## src/rtl/seg_serial_driver.sv

```systemverilog
// Serialises a segment pattern into cascaded 7-segment shift registers.
// The pattern is sent MSB first, followed by a latch strobe and a one-cycle done pulse.
module seg_serial_driver #(
    parameter int DIV   = 2,
    parameter int NBITS = 64
) (
    input  logic             clk,
    input  logic             rst,
    input  logic             start,
    input  logic [NBITS-1:0] seg_txt,
    output logic             seg_clk,
    output logic             seg_sout,
    output logic             seg_latch,
    output logic             seg_clrn,
    output logic             busy,
    output logic             done
);
    localparam int DW = (DIV > 1) ? $clog2(DIV) : 1;
    localparam int BW = (NBITS > 1) ? $clog2(NBITS) : 1;
    localparam logic [DW-1:0] DIV_LAST = DW'(DIV - 1);
    localparam logic [BW-1:0] BIT_LAST = BW'(NBITS - 1);

    typedef enum logic [1:0] {
        IDLE,
        SHIFT,
        LATCH
    } state_t;

    state_t           state_q, state_d;
    logic [DW-1:0]    div_cnt_q, div_cnt_d;
    logic             phase_q, phase_d;
    logic [BW-1:0]    bit_cnt_q, bit_cnt_d;
    logic [NBITS-1:0] shreg_q, shreg_d;
    logic             pending_q, pending_d;
    logic             seg_clk_q, seg_clk_d;
    logic             seg_sout_q, seg_sout_d;
    logic             seg_latch_q, seg_latch_d;
    logic             seg_clrn_q, seg_clrn_d;
    logic             busy_q, busy_d;
    logic             done_q, done_d;
    logic             div_last;
    logic             capture;

    always_ff @(posedge clk or posedge rst) begin
        if (rst) begin
            state_q     <= IDLE;
            div_cnt_q   <= '0;
            phase_q     <= 1'b0;
            bit_cnt_q   <= '0;
            shreg_q     <= '0;
            pending_q   <= 1'b0;
            seg_clk_q   <= 1'b0;
            seg_sout_q  <= 1'b0;
            seg_latch_q <= 1'b0;
            seg_clrn_q  <= 1'b0;
            busy_q      <= 1'b0;
            done_q      <= 1'b0;
        end else begin
            state_q     <= state_d;
            div_cnt_q   <= div_cnt_d;
            phase_q     <= phase_d;
            bit_cnt_q   <= bit_cnt_d;
            shreg_q     <= shreg_d;
            pending_q   <= pending_d;
            seg_clk_q   <= seg_clk_d;
            seg_sout_q  <= seg_sout_d;
            seg_latch_q <= seg_latch_d;
            seg_clrn_q  <= seg_clrn_d;
            busy_q      <= busy_d;
            done_q      <= done_d;
        end
    end

    always_comb begin
        state_d    = state_q;
        div_cnt_d  = div_cnt_q;
        phase_d    = phase_q;
        bit_cnt_d  = bit_cnt_q;
        shreg_d    = shreg_q;
        pending_d  = pending_q;
        seg_sout_d = seg_sout_q;
        seg_clrn_d = 1'b1;
        done_d     = 1'b0;
        capture    = 1'b0;
        div_last   = (div_cnt_q == DIV_LAST);

        unique case (state_q)
            IDLE: begin
                if (start) capture = 1'b1;
            end
            SHIFT: begin
                pending_d = pending_q | start;
                if (div_last) begin
                    div_cnt_d = '0;
                    phase_d   = ~phase_q;
                    // End of the high half closes the bit.
                    if (phase_q) begin
                        shreg_d = {shreg_q[NBITS-2:0], 1'b0};
                        if (bit_cnt_q == BIT_LAST) begin
                            state_d = LATCH;
                        end else begin
                            bit_cnt_d  = bit_cnt_q + BW'(1);
                            seg_sout_d = shreg_q[NBITS-2];
                        end
                    end
                end else begin
                    div_cnt_d = div_cnt_q + DW'(1);
                end
            end
            LATCH: begin
                pending_d = pending_q | start;
                if (div_last) begin
                    div_cnt_d = '0;
                    done_d    = 1'b1;
                    if (pending_q || start) capture = 1'b1;
                    else state_d = IDLE;
                end else begin
                    div_cnt_d = div_cnt_q + DW'(1);
                end
            end
            default: state_d = IDLE;
        endcase

        // A capture snapshots the pattern so later upstream changes cannot tear the display.
        if (capture) begin
            state_d    = SHIFT;
            shreg_d    = seg_txt;
            bit_cnt_d  = '0;
            div_cnt_d  = '0;
            phase_d    = 1'b0;
            pending_d  = 1'b0;
            seg_sout_d = seg_txt[NBITS-1];
        end

        seg_clk_d   = (state_d == SHIFT) && phase_d;
        seg_latch_d = (state_d == LATCH);
        busy_d      = (state_d != IDLE);
    end

    assign seg_clk   = seg_clk_q;
    assign seg_sout  = seg_sout_q;
    assign seg_latch = seg_latch_q;
    assign seg_clrn  = seg_clrn_q;
    assign busy      = busy_q;
    assign done      = done_q;

endmodule

```

## config.mk

```make
export PLATFORM = sky130hd
export DESIGN_NAME = seg_serial_driver
export DESIGN_NICKNAME = d
export VERILOG_FILES = /design/src/rtl/seg_serial_driver.sv
export SDC_FILE = /design/constraint.sdc
export NUM_CORES = 1
export LEC_CHECK = 0
export ABC_CLOCK_PERIOD_IN_PS = 4300
export CAP_MARGIN = 30
export CORE_MARGIN = 5
export CORE_UTILIZATION = 52
export CTS_BUF_LIST = sky130_fd_sc_hd__clkbuf_4
export CTS_CLUSTER_SIZE = 30
export DETAILED_ROUTE_END_ITERATION = 7
export PLACE_DENSITY = 0.8
export SETUP_SLACK_MARGIN = 0.4
export SYNTH_ARGS = -nofsm -noshare
export SYNTH_HDL_FRONTEND = slang
export SYNTH_SLANG_ARGS = --single-unit
```

## constraint.sdc

```tcl
create_clock -name clk -period 4.3 [get_ports clk]
set_clock_uncertainty 0.15 [all_clocks]
set_input_delay 0.43 -clock clk [delete_from_list [all_inputs] [get_ports clk]]
set_output_delay 0.43 -clock clk [all_outputs]
set_load 0.02 [all_outputs]
```

# [Word-level counts from Yosys, hierarchy flattened]
# Index checks and enable logic that the tools add are counted.
[classes] n_bitwise=2 muxes=35 n_eq_ne=6 add_sub_neg=2 reduce_logical=11
[ops] op="$mux 63" n=4
[ops] op="$mux 6" n=5
[ops] op="$mux 1" n=18
[ops] op="$mux 2" n=6
[ops] op="$reduce_bool 2->1" n=5
[ops] op="$add 6x1->6 const B" n=1
[ops] op="$eq 6x6->1 const B" n=1
[ops] op="$pmux 2 s3" n=1
[ops] op="$eq 2x1->1 const B" n=2
[ops] op="$eq 2x2->1 const B" n=2
[ops] op="$reduce_and 4->1" n=1
[ops] op="$reduce_and 3->1" n=1
[ops] op="$logic_not 2->1" n=1
[ops] op="$ne 2x2->1 const B" n=1
[ops] op="$pmux 1 s2" n=1
[ops] op="$reduce_or 2->1" n=1
[ops] op="$add 1x1->1 const B" n=1
[ops] op="$logic_and 1x1->1" n=1
[ops] op="$logic_or 1x1->1" n=1
[ops] op="$not 1->1" n=1
[ops] op="$or 1x1->1" n=1
[word_totals] input_bits=67 output_inout_bits=6 register_bits=80

# [Depth between registers and ports, before layout]
[depth] word_depth=8 depth_mapped=8 depth_no_buf=6

# [Worst setup path before layout]
# OpenSTA, ideal clock, no wires.
[synth_path] kind="reg-to-reg" from="reg state_q[0]" to="reg shreg_q[10]" setup_slack_ps=2350 stages_incl_launch_ff=8 period_less_slack_ps=1950 arrival_time_ps=1670 setup_ps=130 t_required_ps=4020 cell_sequence="dfrtp_1 -> inv_1 -> ha_1 -> o211ai_1 -> a31oi_2 -> buf_2 -> buf_2 -> a31oi_1"
[synth_via] elab_chain_len=4 elab_cells_between_ends=9 classes_between="eq/ne: 2; mux: 2; reduce/logical: 5"
[synth_rtl] item="start, declared" line_no="29" source="state_t state_q, state_d;"
[synth_rtl] item="start signal, assigned" line_no="59" source="state_q <= state_d;"
[synth_rtl] item="$eq 2x2->1 or $logic_not 2->1 (tied branches)" line_no="87" source="unique case (state_q)"
[synth_rtl] item="$pmux 1 s2" line_no="87"
[synth_rtl] item="$reduce_bool 2->1 (no line)"
[synth_rtl] item="$reduce_and 3->1 (no line)"
[synth_rtl] item="end signal, assigned" line_no="63" source="shreg_q <= shreg_d;"
[synth_rtl] item="end, declared" line_no="33" source="logic [NBITS-1:0] shreg_q, shreg_d;"
# Parallel ways exist; a longest one is shown, timed or not.
# A chain may end at the register's enable or synchronous reset.

# [Final worst setup path]
[layout_path] from="reg state_q[0]" to="reg shreg_q[61]"
# Same word-level chain as after synthesis.

==> flow_summary.json <==
{
  "run_status": "finished clean",
  "cp.required_ns": 4.47,
  "dp_hpwl_um": 5520,
  "antenna_found_initial": 0,
  "ant_nets": 0,
  "final_core_util": 0.668,
  "fin_crit_sh": 0.614,
  "clock_latency_ns": 0.41,
  "port_buffers": 72,
  "power.total_mw": 2.70,
  "path_clk_slew_ns": 0.13,
  "start_util": 0.542,
  "ys_seq_elements": 80,
  "netlist_top_cells_area": "dfrtp_1 54%, nand2_1 14%, a31oi_1 10%",
  "path_class": "reg -> reg",
  "end_kind": "register",
  "clockBufferDepth": 2,
  "grt-ovfl-total": 0,
  "dieHeight_um": 94.6,
  "drive_above_1_share": 0.0544,
  "postSynthAreaPerCell_um2": 8.57,
  "slew_violations": 0,
  "route.detailed.drc": 0,
  "p_leak_nw": 1.98,
  "post_drt_wl_per_cell_um": 13.7,
  "hold_path_class": "in -> async",
  "powerDensity_nw_per_um2": 588,
  "drv_cap": 0,
  "tightest_slew_ns": 0.730,
  "max_freq_mhz": 379,
  "htreeDepth": 3,
  "gp_congestion": 0.823,
  "cts_buffers": 9,
  "yosys_warnings": 0,
  "rsz0062_at_grt": "false",
  "die_w_um": 94.6,
  "synth_top_area_cell": "dfrtp_1",
  "setup-violations-final": 0,
  "coreArea_um2": 6870,
  "fin_crit_ns": 2.64,
  "globalRouteMet3Util": 0.0462,
  "arrival_ns": 2.81,
  "grt_pass1_vias": 2964,
  "cts_tree": "yes",
  "yosysSeqAreaShare": 0.538,
  "finalNetCount": 565,
  "ios": 73,
  "synth-edff-count": 0,
  "dr_total_vias": 3147,
  "critPathLaunchType": "register",
  "fin_hold_ws_ns": 0.194,
  "crit_start": "state_q[0]",
  "grt_use_met2": 0.297,
  "rows": 30,
  "syn_nets": 506,
  "yosys.cell_types.count": 39,
  "grt_usage": 0.191,
  "die-area_um2": 8950,
  "fill_cells": 588,
  "viasPerCell": 5.32,
  "hold_viol": 0,
  "synthArstFlopShare": 1.00,
  "worstPathMaxFanout": 32,
  "ir_drop_v": 0.000318,
  "holdBufCountCts": 0,
  "regArea_um2": 2000,
  "drtPass1Iterations": 5,
  "grt_pass1_wl_um": 13600,
  "multiInputGateArea_um2": 1570,
  "syn_to_final_growth_pct": 23.4,
  "diodes": 0,
  "netlist.area_leader.share": 0.538,
  "clockRootBuffer": "clkbuf_4",
  "wirelength_um": 8080,
  "cts.repair.resized": 0,
  "drt-initial-drc-count": 171,
  "syn_inst": 434,
  "placed_area_um2": 4480,
  "fin_area_um2": 4590,
  "cts_post_setup_buffers_inserted": 0,
  "grt_max_degree": 78,
  "busiest_layer": "met2",
  "netlist_area_um2": 3720,
  "fin_tns_setup_ns": 0,
  "cts.sinks": 80,
  "grtUsageMet1": 0.265,
  "relSlewSlack": 0.512,
  "reg2reg_from": "state_q[0]",
  "synth_top_flop_cell": "dfrtp_1"
}
[report_power, final]
group | switching (mW) | total (mW) | internal, mW | leakage, nW
sequential | 0.194 | 1.27 | 1.08 | 0.906
combinational | 0.625 | 1.07 | 0.447 | 1.02
clock | 0.245 | 0.353 | 0.108 | 0.0565
total | 1.06 | 2.70 | 1.63 | 1.98
[cells in the final DEF, fill, tap and decap left out, types with 3 or more instances in the layout]
cell type        instances
clkbuf_4                 9
nand3_1                  7
ha_1                     5
o21ai_0                  3
nor2_1                  65
nand2_1                133
clkinv_2                 3
a21oi_1                  4
clkdlybuf4s50_1         72
nand2b_1                 3
dfrtp_1                 80
inv_1                    6
a31oi_1                 62
buf_4                    5
[synthesized netlist by cell type (2+ instances only)]
cell / n
nand2_1: 134
a21oi_1: 4
buf_1: 6
a31oi_1: 62
or3_1: 2
and2_1: 3
ha_1: 5
o211ai_1: 2
nand3_1: 7
clkbuf_1: 8
nor2_1: 65
mux2i_1: 2
o21ai_0: 3
inv_1: 7
mux2_2: 2
buf_2: 15
nand2b_1: 3
nor3_1: 2
dfrtp_1: 80
o31ai_1: 2
nor4_1: 2
[stage by stage]
step / cells / setup slack (ns)
finish: 592 / 1.66
detailed placement: 577 / 1.37
CTS: 591 / 1.64
global placement: 577 / 1.41
global route: 592 / 1.39
floorplan: 434 / 1.67
[state kept, by name (all words and copies together), names as in the netlist]
signal and flops:
seg_clk 1, shreg_q 63, bit_cnt_q 6, busy 1, state_q 2, seg_latch 1
seg_sout 1, div_cnt_q 1, pending_q 1, done 1, phase_q 1, seg_clrn 1
[kinds of logic (layout without fill, tap and decap cells)]
group           after synthesis  after routing  synth area share
fa+ha+maj                     5              5            0.0168
flops                        80             80             0.538
simple gates                225            225             0.244
mux                           4              4            0.0114
compound gates               80             80             0.141
other cells                   1              1           0.00101
xor+xnor                      2              2           0.00471
buf+inv                      37             99            0.0434
[final timing paths]
path | end | slack, ns | depth (start not counted)
setup / recovery | shreg_q[61] | 1.66 | 7
max in group asynchronous | div_cnt_q | 3.08 | 3
min in group clk | shreg_q[40] | 0.39 | 2
hold reg to reg | shreg_q[40] | 0.39 | 2
setup reg to reg | shreg_q[61] | 1.66 | 7
hold / removal | shreg_q[10] | 0.19 | 2
[final cells by class]
cell class / count / share of cell area
flip-flops and latches: 80 / 0.436
multi-input cells: 317 / 0.342
repair buffers: 78 / 0.169
well taps: 96 / 0.0262
clock buffers: 9 / 0.0147
inverters: 7 / 0.00599
clock inverters: 5 / 0.00572
[routing by layer]
layer	wire length, µm	vias to the layer above
li1	-	1572
met1	3730	1455
met2	3650	109
met3	600	11
met4	102	0
met5	0	-
[worst max-delay path: stages, from the launching register on]
cell	delay [ns]
dfrtp_1	0.48
inv_1	0.10
ha_1	0.25
o211ai_1	0.24
and2_2	0.61
buf_4	0.42
nand2_1	0.10
a31oi_1	0.19
(Power assumes the default switching activity.)
